<file path="src/rtl/dict_arbiter_if.sv">
// Bundle of requester-side and dictionary-side signals for dict_arbiter.
// The arbiter uses the slave modport; whatever drives requests and models the dictionary uses master.
interface dict_arbiter_if #(
  parameter int NREQ       = 2,
  parameter int IDXW       = 4,
  parameter int KEY_BITS   = 64,
  parameter int VALUE_BITS = 32
);
  logic [NREQ-1:0]            i_req_valid;
  logic [NREQ*3-1:0]          i_req_op;
  logic [NREQ*KEY_BITS-1:0]   i_req_key;
  logic [NREQ*IDXW-1:0]       i_req_index;
  logic [NREQ*VALUE_BITS-1:0] i_req_value;
  logic [NREQ-1:0]            o_rsp_valid;
  logic                       o_rsp_err;
  logic [VALUE_BITS-1:0]      o_rsp_value;
  logic [IDXW-1:0]            o_rsp_index;
  logic                       o_dict_en;
  logic                       o_dict_ready;
  logic [2:0]                 o_dict_op;
  logic [KEY_BITS-1:0]        o_dict_key;
  logic [IDXW-1:0]            o_dict_index;
  logic [VALUE_BITS-1:0]      o_dict_value;
  logic                       i_dict_done;
  logic [VALUE_BITS-1:0]      i_dict_value;
  logic [IDXW-1:0]            i_dict_index;
  logic                       o_busy;

  modport slave (
    input  i_req_valid, i_req_op, i_req_key, i_req_index, i_req_value,
    input  i_dict_done, i_dict_value, i_dict_index,
    output o_rsp_valid, o_rsp_err, o_rsp_value, o_rsp_index,
    output o_dict_en, o_dict_ready, o_dict_op, o_dict_key, o_dict_index, o_dict_value,
    output o_busy
  );

  modport master (
    output i_req_valid, i_req_op, i_req_key, i_req_index, i_req_value,
    output i_dict_done, i_dict_value, i_dict_index,
    input  o_rsp_valid, o_rsp_err, o_rsp_value, o_rsp_index,
    input  o_dict_en, o_dict_ready, o_dict_op, o_dict_key, o_dict_index, o_dict_value,
    input  o_busy
  );
endinterface

</file>
<file path="src/rtl/dict_arbiter.sv">
// Round-robin arbiter sharing one string->integer dictionary between NREQ requesters.
// One transaction at a time: IDLE -> ISSUE -> WAIT -> RESP, with a timeout in WAIT.
module dict_arbiter #(
  parameter int NREQ       = 2,
  parameter int ENTRIES    = 10,
  parameter int KEY_BITS   = 64,
  parameter int VALUE_BITS = 32,
  parameter int TIMEOUT    = 15,
  localparam int IDXW      = $clog2(ENTRIES),
  localparam int TOW       = $clog2(TIMEOUT + 1)
) (
  input logic           i_clk,
  input logic           i_rst,
  dict_arbiter_if.slave bus
);

  localparam int GW = (NREQ > 1) ? $clog2(NREQ) : 1;

  typedef enum logic [1:0] {
    S_IDLE  = 2'd0,
    S_ISSUE = 2'd1,
    S_WAIT  = 2'd2,
    S_RESP  = 2'd3
  } state_t;

  state_t                state_q, state_d;
  logic [GW-1:0]         rr_q, rr_d;
  logic [GW-1:0]         grant_q, grant_d;
  logic [2:0]            op_q, op_d;
  logic [KEY_BITS-1:0]   key_q, key_d;
  logic [IDXW-1:0]       idx_q, idx_d;
  logic [VALUE_BITS-1:0] val_q, val_d;
  logic [TOW-1:0]        cnt_q, cnt_d;
  logic                  err_q, err_d;
  logic [VALUE_BITS-1:0] rval_q, rval_d;
  logic [IDXW-1:0]       ridx_q, ridx_d;

  logic                  req_found;
  logic [GW-1:0]         win;
  logic [GW-1:0]         cand;
  logic [NREQ-1:0]       rsp_valid;

  // Round-robin search: start just after the last winner and take the first valid requester.
  always_comb begin
    // NOTE: every combinational output gets a default first so no path leaves it unassigned (no latch).
    req_found = 1'b0;
    win       = rr_q;
    cand      = rr_q;
    for (int off = 1; off <= NREQ; off++) begin
      cand = GW'((int'(rr_q) + off) % NREQ);
      if (!req_found && bus.i_req_valid[cand]) begin
        req_found = 1'b1;
        win       = cand;
      end
    end
  end

  always_comb begin
    state_d = state_q;
    rr_d    = rr_q;
    grant_d = grant_q;
    op_d    = op_q;
    key_d   = key_q;
    idx_d   = idx_q;
    val_d   = val_q;
    cnt_d   = cnt_q;
    err_d   = err_q;
    rval_d  = rval_q;
    ridx_d  = ridx_q;

    case (state_q)
      S_IDLE: begin
        if (req_found) begin
          grant_d = win;
          rr_d    = win;
          op_d    = bus.i_req_op[3*win +: 3];
          key_d   = bus.i_req_key[KEY_BITS*win +: KEY_BITS];
          idx_d   = bus.i_req_index[IDXW*win +: IDXW];
          val_d   = bus.i_req_value[VALUE_BITS*win +: VALUE_BITS];
          state_d = S_ISSUE;
        end
      end
      S_ISSUE: begin
        cnt_d   = '0;
        state_d = S_WAIT;
      end
      S_WAIT: begin
        if (bus.i_dict_done) begin
          rval_d  = bus.i_dict_value;
          ridx_d  = bus.i_dict_index;
          err_d   = 1'b0;
          state_d = S_RESP;
        end else begin
          cnt_d = cnt_q + TOW'(1);
          // Counter reaching TIMEOUT means TIMEOUT full WAIT cycles have elapsed without done.
          if (cnt_q == TOW'(TIMEOUT - 1)) begin
            rval_d  = '0;
            ridx_d  = '0;
            err_d   = 1'b1;
            state_d = S_RESP;
          end
        end
      end
      S_RESP: begin
        state_d = S_IDLE;
      end
      default: begin
        state_d = S_IDLE;
      end
    endcase
  end

  // The command registers are cleared on reset so the dictionary port shows zeros until the first grant.
  always_ff @(posedge i_clk or posedge i_rst) begin
    if (i_rst) begin
      state_q <= S_IDLE;
      rr_q    <= GW'(NREQ - 1);
      grant_q <= '0;
      op_q    <= '0;
      key_q   <= '0;
      idx_q   <= '0;
      val_q   <= '0;
      cnt_q   <= '0;
      err_q   <= 1'b0;
      rval_q  <= '0;
      ridx_q  <= '0;
    end else begin
      // NOTE: sequential state uses non-blocking assignments so every register samples pre-edge values.
      state_q <= state_d;
      rr_q    <= rr_d;
      grant_q <= grant_d;
      op_q    <= op_d;
      key_q   <= key_d;
      idx_q   <= idx_d;
      val_q   <= val_d;
      cnt_q   <= cnt_d;
      err_q   <= err_d;
      rval_q  <= rval_d;
      ridx_q  <= ridx_d;
    end
  end

  always_comb begin
    rsp_valid = '0;
    if (state_q == S_RESP) rsp_valid[grant_q] = 1'b1;
  end

  // Strobe and busy decode straight from the state register, so reset drops them asynchronously.
  assign bus.o_rsp_valid  = rsp_valid;
  assign bus.o_rsp_err    = err_q;
  assign bus.o_rsp_value  = rval_q;
  assign bus.o_rsp_index  = ridx_q;
  assign bus.o_dict_en    = 1'b1;
  assign bus.o_dict_ready = (state_q == S_ISSUE);
  assign bus.o_dict_op    = op_q;
  assign bus.o_dict_key   = key_q;
  assign bus.o_dict_index = idx_q;
  assign bus.o_dict_value = val_q;
  assign bus.o_busy       = (state_q != S_IDLE);

endmodule

</file>
<file path="src/flat_wrapper.sv">
// flat-port wrapper written by rule: the top's interface ports become plain ports
module dict_arbiter_flat 
#(
  parameter int NREQ       = 2,
  parameter int ENTRIES    = 10,
  parameter int KEY_BITS   = 64,
  parameter int VALUE_BITS = 32,
  parameter int TIMEOUT    = 15,
  localparam int IDXW      = $clog2(ENTRIES),
  localparam int TOW       = $clog2(TIMEOUT + 1)
)
  (i_clk, i_rst, bus_i_req_valid, bus_i_req_op, bus_i_req_key, bus_i_req_index, bus_i_req_value, bus_i_dict_done, bus_i_dict_value, bus_i_dict_index, bus_o_rsp_valid, bus_o_rsp_err, bus_o_rsp_value, bus_o_rsp_index, bus_o_dict_en, bus_o_dict_ready, bus_o_dict_op, bus_o_dict_key, bus_o_dict_index, bus_o_dict_value, bus_o_busy);
  dict_arbiter_if #(.NREQ(NREQ), .IDXW((4)), .KEY_BITS(KEY_BITS), .VALUE_BITS(VALUE_BITS)) bus_i ();
  input logic i_clk;
  input logic i_rst;
  input wire logic [$bits(bus_i.i_req_valid)-1:0] bus_i_req_valid;
  input wire logic [$bits(bus_i.i_req_op)-1:0] bus_i_req_op;
  input wire logic [$bits(bus_i.i_req_key)-1:0] bus_i_req_key;
  input wire logic [$bits(bus_i.i_req_index)-1:0] bus_i_req_index;
  input wire logic [$bits(bus_i.i_req_value)-1:0] bus_i_req_value;
  input wire logic [$bits(bus_i.i_dict_done)-1:0] bus_i_dict_done;
  input wire logic [$bits(bus_i.i_dict_value)-1:0] bus_i_dict_value;
  input wire logic [$bits(bus_i.i_dict_index)-1:0] bus_i_dict_index;
  output wire logic [$bits(bus_i.o_rsp_valid)-1:0] bus_o_rsp_valid;
  output wire logic [$bits(bus_i.o_rsp_err)-1:0] bus_o_rsp_err;
  output wire logic [$bits(bus_i.o_rsp_value)-1:0] bus_o_rsp_value;
  output wire logic [$bits(bus_i.o_rsp_index)-1:0] bus_o_rsp_index;
  output wire logic [$bits(bus_i.o_dict_en)-1:0] bus_o_dict_en;
  output wire logic [$bits(bus_i.o_dict_ready)-1:0] bus_o_dict_ready;
  output wire logic [$bits(bus_i.o_dict_op)-1:0] bus_o_dict_op;
  output wire logic [$bits(bus_i.o_dict_key)-1:0] bus_o_dict_key;
  output wire logic [$bits(bus_i.o_dict_index)-1:0] bus_o_dict_index;
  output wire logic [$bits(bus_i.o_dict_value)-1:0] bus_o_dict_value;
  output wire logic [$bits(bus_i.o_busy)-1:0] bus_o_busy;
  assign bus_i.i_req_valid = bus_i_req_valid;
  assign bus_i.i_req_op = bus_i_req_op;
  assign bus_i.i_req_key = bus_i_req_key;
  assign bus_i.i_req_index = bus_i_req_index;
  assign bus_i.i_req_value = bus_i_req_value;
  assign bus_i.i_dict_done = bus_i_dict_done;
  assign bus_i.i_dict_value = bus_i_dict_value;
  assign bus_i.i_dict_index = bus_i_dict_index;
  assign bus_o_rsp_valid = bus_i.o_rsp_valid;
  assign bus_o_rsp_err = bus_i.o_rsp_err;
  assign bus_o_rsp_value = bus_i.o_rsp_value;
  assign bus_o_rsp_index = bus_i.o_rsp_index;
  assign bus_o_dict_en = bus_i.o_dict_en;
  assign bus_o_dict_ready = bus_i.o_dict_ready;
  assign bus_o_dict_op = bus_i.o_dict_op;
  assign bus_o_dict_key = bus_i.o_dict_key;
  assign bus_o_dict_index = bus_i.o_dict_index;
  assign bus_o_dict_value = bus_i.o_dict_value;
  assign bus_o_busy = bus_i.o_busy;
  dict_arbiter #(.NREQ(NREQ), .ENTRIES(ENTRIES), .KEY_BITS(KEY_BITS), .VALUE_BITS(VALUE_BITS), .TIMEOUT(TIMEOUT)) u_core (.i_clk(i_clk), .i_rst(i_rst), .bus(bus_i));
endmodule
</file>
<file path="config.mk">
export PLATFORM = sky130hd
export DESIGN_NAME = dict_arbiter_flat
export DESIGN_NICKNAME = d
export VERILOG_FILES = /design/src/rtl/dict_arbiter_if.sv /design/src/rtl/dict_arbiter.sv /design/src/flat_wrapper.sv
export SDC_FILE = /design/constraint.sdc
export NUM_CORES = 1
export LEC_CHECK = 0
export CAP_MARGIN = 15
export CORE_AREA = 2 2 152 154
export CTS_CLUSTER_DIAMETER = 30
export DETAILED_ROUTE_END_ITERATION = 7
export DIE_AREA = 0 0 154 156
export MAX_ROUTING_LAYER = met4
export PLACE_DENSITY_LB_ADDON = 0.3
export SLEW_MARGIN = 20
export SYNTH_ARGS = -nofsm -noshare
export SYNTH_HDL_FRONTEND = slang
export SYNTH_SLANG_ARGS = --single-unit
</file>
<file path="constraint.sdc">
create_clock -name i_clk -period 8.1 [get_ports i_clk]
set_clock_uncertainty 0.1 [all_clocks]
set_input_delay 1.62 -clock i_clk [delete_from_list [all_inputs] [get_ports i_clk]]
set_output_delay 1.62 -clock i_clk [all_outputs]
set_load 0.01 [all_outputs]
</file>
# After elaboration in Yosys (flattened, before gate mapping)
# Cells that the tools add are included.
# totals
n_memories	0
latch_bits	0
romBits	0
out_inout_bits	145
ram_bits	0
wordCells	64
input_bits	247
regBits	148
# op_classes
eq_ne	7
n_addsub	3
div	0
bitwise_logic	0
reduce_logical	11
mul	1
muxes	23
n_shift	4
magnitude_cmp	4
# op_table
cell	n
128-bit by 8-bit variable part select with 64-bit output	1
32-bit 2-to-1 mux	2
64-bit by 7-bit variable part select with 32-bit output	1
4-bit 2-to-1 mux	3
1-bit 2-to-1 mux	11
2-bit 2-to-1 mux	4
2-bit case mux with 4 select lines	1
4-bit case mux with 2 select lines	1
2-bit AND reduction	4
8-bit by 4-bit variable part select with 4-bit output	1
1-bit by 2-bit less-than comparator with 1-bit output (second input constant)	3
2-bit nonzero test	3
6-bit by 4-bit variable part select with 3-bit output	1
4-bit by 1-bit adder with 4-bit output (second input constant)	1
2-bit equality test (second input constant)	2
4-bit equality test (second input constant)	1
2-bit by 1-bit multiplier with 3-bit output (first input constant)	1
3-bit by 2-bit != test with 1-bit output (second input constant)	1
1-bit adder (second input constant)	2
2-bit by 1-bit equality test with 1-bit output (second input constant)	1
1-bit logical AND	2
2-bit logical NOT	1
2-bit by 1-bit != test with 1-bit output (second input constant)	1
2-bit != test (second input constant)	1
3 further kinds	3

# Logic depth before layout (Yosys ltp)
# depth
depth_word	9
mapped_depth	8
depth_no_buf	5

# Least setup slack after synthesis
# Ideal clock, no wire load.
# synth_path
path_type	input to register
startpoint	input bus_i_req_valid[1]
endpoint	register u_core.key_q[10], in the netlist u_core.bus.o_dict_key[10]
n_path_buf	3
slack_ns	5.513
required_time_ns	7.870
setup_ns	0.130
cell_stages	6
t_arrival_ns	2.357
path_cell_list	or2_1 buf_2 buf_6 buf_6 nand3_1 a31oi_1
# synth_via
elab_chain_len	7
# synth_rtl
element	line	source
start: declaration	flat_wrapper.sv:16	input wire logic [$bits(bus_i.i_req_valid)-1:0] bus_i_req_valid;
1-bit 2-to-1 mux (implied by the code) (2 in a row)	dict_arbiter.sv:51	if (!req_found && bus.i_req_valid[cand]) begin
1-bit 2-to-1 mux	dict_arbiter.sv:51	
1-bit logical NOT	dict_arbiter.sv:51	
1-bit logical AND	dict_arbiter.sv:51	
1-bit 2-to-1 mux	dict_arbiter.sv:51	
128-bit by 8-bit variable part select with 64-bit output or 2-bit AND reduction (tied branches)	n/a	
end signal: assignment	dict_arbiter.sv:133	key_q <= key_d;
end: declaration	dict_arbiter.sv:30	logic [KEY_BITS-1:0] key_q, key_d;
# Parallel ways exist; a longest one is shown, timed or not. The select of a mux whose other input is x is not followed.
# A chain may end at the register's enable or synchronous reset.

# Worst setup path after layout
# layout_path
startpoint	input bus_i_req_valid[1]
endpoint	register u_core.val_q[1], in the netlist u_core.bus.o_dict_value[1]
# layout_via
elab_chain_len	7
# layout_rtl
element	line	source
1-bit 2-to-1 mux (implied by the code) (2 in a row)	dict_arbiter.sv:51	
1-bit 2-to-1 mux	dict_arbiter.sv:51	
1-bit logical NOT	dict_arbiter.sv:51	
1-bit logical AND	dict_arbiter.sv:51	
1-bit 2-to-1 mux	dict_arbiter.sv:51	
64-bit by 7-bit variable part select with 32-bit output or 2-bit AND reduction (tied branches)	n/a	
end signal: assignment	dict_arbiter.sv:135	val_q <= val_d;
end: declaration	dict_arbiter.sv:32	logic [VALUE_BITS-1:0] val_q, val_d;
# Parallel ways exist; a longest one is shown, timed or not. The select of a mux whose other input is x is not followed.

==> flow_metrics.env <==
export IMPL_core_area_um2=22370
export IMPL_critPathKind="in2reg"
export IMPL_syn_area_per_cell_um2=9.484
export IMPL_p_int_w=0.002601
export IMPL_track_usage=0.2133
export IMPL_dp_hpwl_mm=17.52
export IMPL_syn_num_nets=978
export IMPL_max_freq_mhz=254.3
export IMPL_layout_drive_gt1_share=0.04638
export IMPL_wl_mm=25.71
export IMPL_drv_slew=0
export IMPL_fill_cells=2089
export IMPL_synthMostInstantiatedCell="dfrtp_1"
export IMPL_viasPerCell=5.105
export IMPL_post_route_period_util=0.4855
export IMPL_dieArea_um2=24020
export IMPL_yosysUniqueCellTypes=32
export IMPL_synth_ff_type="dfrtp_1"
export IMPL_regArea_um2=3705
export IMPL_maxSlewHeadroom=0.2954
export IMPL_ant_nets=0
export IMPL_final_setup_tns_ns=0
export IMPL_fin_ws_ns=4.167
export IMPL_first_global_vias=6938
export IMPL_cts_buffer_depth=2
export IMPL_post_cts_buffers=0
export IMPL_power_leakage_nw=4.552
export IMPL_critPathLaunchType="input port"
export IMPL_worst_pin_slew_ns=1.054
export IMPL_cts_root_buf="clkbuf_16"
export IMPL_fin_crit_ns=3.933
export IMPL_hp_class="reg2reg"
export IMPL_synth_top_cell_area_share=0.5357
export IMPL_finish_net_count=1319
export IMPL_comb_power_share=0.492
export IMPL_fin_cells=1363
export IMPL_port_buffers=390
export IMPL_gr_total_overflow=0
export IMPL_place_congestion=0.8108
export IMPL_finalHoldViolations=0
export IMPL_cts_sinks=148
export IMPL_ctsResizeCount=0
export IMPL_grt_antenna_before_repair=0
export IMPL_synth_warnings=0
export IMPL_crit_path_end_kind="flop"
export IMPL_worstPathMaxFanout=59
export IMPL_antenna_cells=0
export IMPL_synth_common_cells="147 x dfrtp_1, 109 x o21ai_0, 106 x nor2_1"
export IMPL_worstPathRequired_ns=8.33
export IMPL_dr_total_vias=6958
export IMPL_yosysTopAreaCell="dfrtp_1"
export IMPL_setup_violations=0
export IMPL_synth_area_um2=6867
export IMPL_area_delta_synth_final_pct=65.63
export IMPL_switching_share=0.3744
export IMPL_cp_slowest_cell="nor2_4"
export IMPL_ir_drop_v=0.0001701
export IMPL_yosysSeqAreaShare=0.5395
export IMPL_grt_pass1_wl_mm=38.90
export IMPL_h_tree_depth=4
export IMPL_first_pass_iters=5
export IMPL_cts_tree="built"
export IMPL_multi_input_area_um2=2728
export IMPL_avgRoutedWirePerCell_um=18.86
export IMPL_synth_cells=724
export IMPL_status="finished clean"
export IMPL_pwr_share_clk=0.192
export IMPL_cts_inserted_buffers=17
export IMPL_crit_chain="clkdlybuf4s50_1 > nor2_4 > buf_4 > o21ai_0 > a31oi_1"
export IMPL_max_stage_delay_ns=0.84
export IMPL_synth_area_leaders="dfrtp_1 54%, a31oi_1 9.4%, o21ai_0 7.9%"
export IMPL_postCtsHoldBufs=0
export IMPL_p_sw_w=0.001556
export IMPL_critical_path_arrival_ns=4.16
export IMPL_rsz0062_at_grt="false"
export IMPL_synth_seq_cells=148
export IMPL_placedCellCount=1331
export IMPL_p_seq_frac=0.316
export IMPL_maxCapViolations=0
export IMPL_rows=55
export IMPL_initial_core_util=0.3070
export IMPL_die_y_um=156
export IMPL_synth_edff_count=0
export IMPL_drc_errors=0
export IMPL_cts_clk_slew_worst_paths_ns=0.07
export IMPL_first_iter_violations=442
export IMPL_dp_worst_setup_slack_ns=3.771
export IMPL_powerDensity_nw_per_um2=365.6
export IMPL_clk_latency_ns=0.41
export IMPL_grt_max_degree=91
export IMPL_synthArstFlopShare=1.000
export IMPL_die_w_um=154
export IMPL_io_pins=392
## critical path, delay by kind of cell
kind                   cells  cell delay [ns]
AOI/OAI and AO/OA          2             0.48
buffers and inverters      2             1.14
and+or+nand+nor            1             0.84
## cell type report
type,count,share of cell area
clock inverter,13,0.01199
sequential,148,0.3257
multi-input combinational,494,0.2398
clock buffer,19,0.03982
inverter,5,0.002090
timing repair buffer,399,0.3492
tap,285,0.03135
## through the flow
step | hold WS (ns) | util | power, W | instance area, µm²
finish | 0.3980 | 0.5085 | 0.004158 | 11370
global route | 0.4182 | 0.5085 | 0.004441 | 11370
CTS | 0.4035 | 0.5085 | 0.004203 | 11370
detailed placement | 0.3823 | 0.4822 | 0.003386 | 10780
global placement | 0.3820 | 0.4822 | 0.003351 | 10780
floorplan | 0.3639 | - | 0.002343 | 6867
## flip-flops by register name, summed over array words and instances, names as in the netlist
signal and flops:
u_core.bus.o_dict_value 32, u_core.bus.o_rsp_value 32, u_core.bus.o_dict_op 3, u_core.bus.o_rsp_index 4, u_core.cnt_q 4, u_core.bus.o_dict_index 4, u_core.bus.o_rsp_err 1, u_core.rr_q 1
u_core.state_q 2, u_core.grant_q 1, u_core.bus.o_dict_key 64
## worst paths after layout
check                           depth (start not counted)                  startpoint                          to  slack, ns
worst max-delay path                                    5          bus_i_req_valid[1]  u_core.bus.o_dict_value[1]       4.17
max in group asynchronous                               3                       i_rst   u_core.bus.o_dict_key[41]       4.80
worst min register to register                          1  u_core.bus.o_rsp_value[24]  u_core.bus.o_rsp_value[24]       0.40
worst max register to register                          6           u_core.state_q[0]   u_core.bus.o_dict_key[40]       5.28
min in group asynchronous                               2                       i_rst   u_core.bus.o_dict_key[20]       1.57
worst min-delay path                                    1  u_core.bus.o_rsp_value[24]  u_core.bus.o_rsp_value[24]       0.40
## power groups by stage
stage | combinational [W] | sequential (W) | clock (W)
finish | 0.00205 | 0.00131 | 0.000798
global route | 0.00223 | 0.00136 | 0.000854
CTS | 0.00207 | 0.00131 | 0.000820
detailed placement | 0.00206 | 0.00132 | 0
global placement | 0.00204 | 0.00131 | 0
floorplan | 0.000879 | 0.00146 | 0
## cell families after synthesis
| logic type | Yosys count | synth area share |
|---|---|---|
| XOR/XNOR | 2 | 0.002551 |
| AO/OA/AOI/OAI | 257 | 0.2289 |
| AND/OR/NAND/NOR | 226 | 0.1474 |
| flip-flops | 148 | 0.5395 |
| other | 1 | 0.0005461 |
| adder cells (fa/ha/maj) | 7 | 0.01275 |
| buffers and inverters | 82 | 0.06669 |
| multiplexers | 1 | 0.001640 |
## routing by layer
metal / routed length [µm] / global-route usage
met4: 648 / 0.07210
met2: 12390 / 0.3374
met3: 1705 / 0.05444
met1: 10970 / 0.2675
met5: 0 / -
## layout by cell type, fill, tap and decap left out, drive strengths merged, types with 3 or more instances in the layout
| cell type | instances |
|---|---|
| dfrtp | 147 |
| ha | 7 |
| nand3 | 103 |
| clkdlybuf4s50 | 390 |
| a31oi | 103 |
| clkbuf | 19 |
| o21ai | 110 |
| nor2 | 107 |
| inv | 12 |
| clkinvlp | 3 |
| buf | 9 |
| nand2 | 5 |
| a22o | 37 |
| and2 | 3 |
Power figures use the tool's default switching activity.
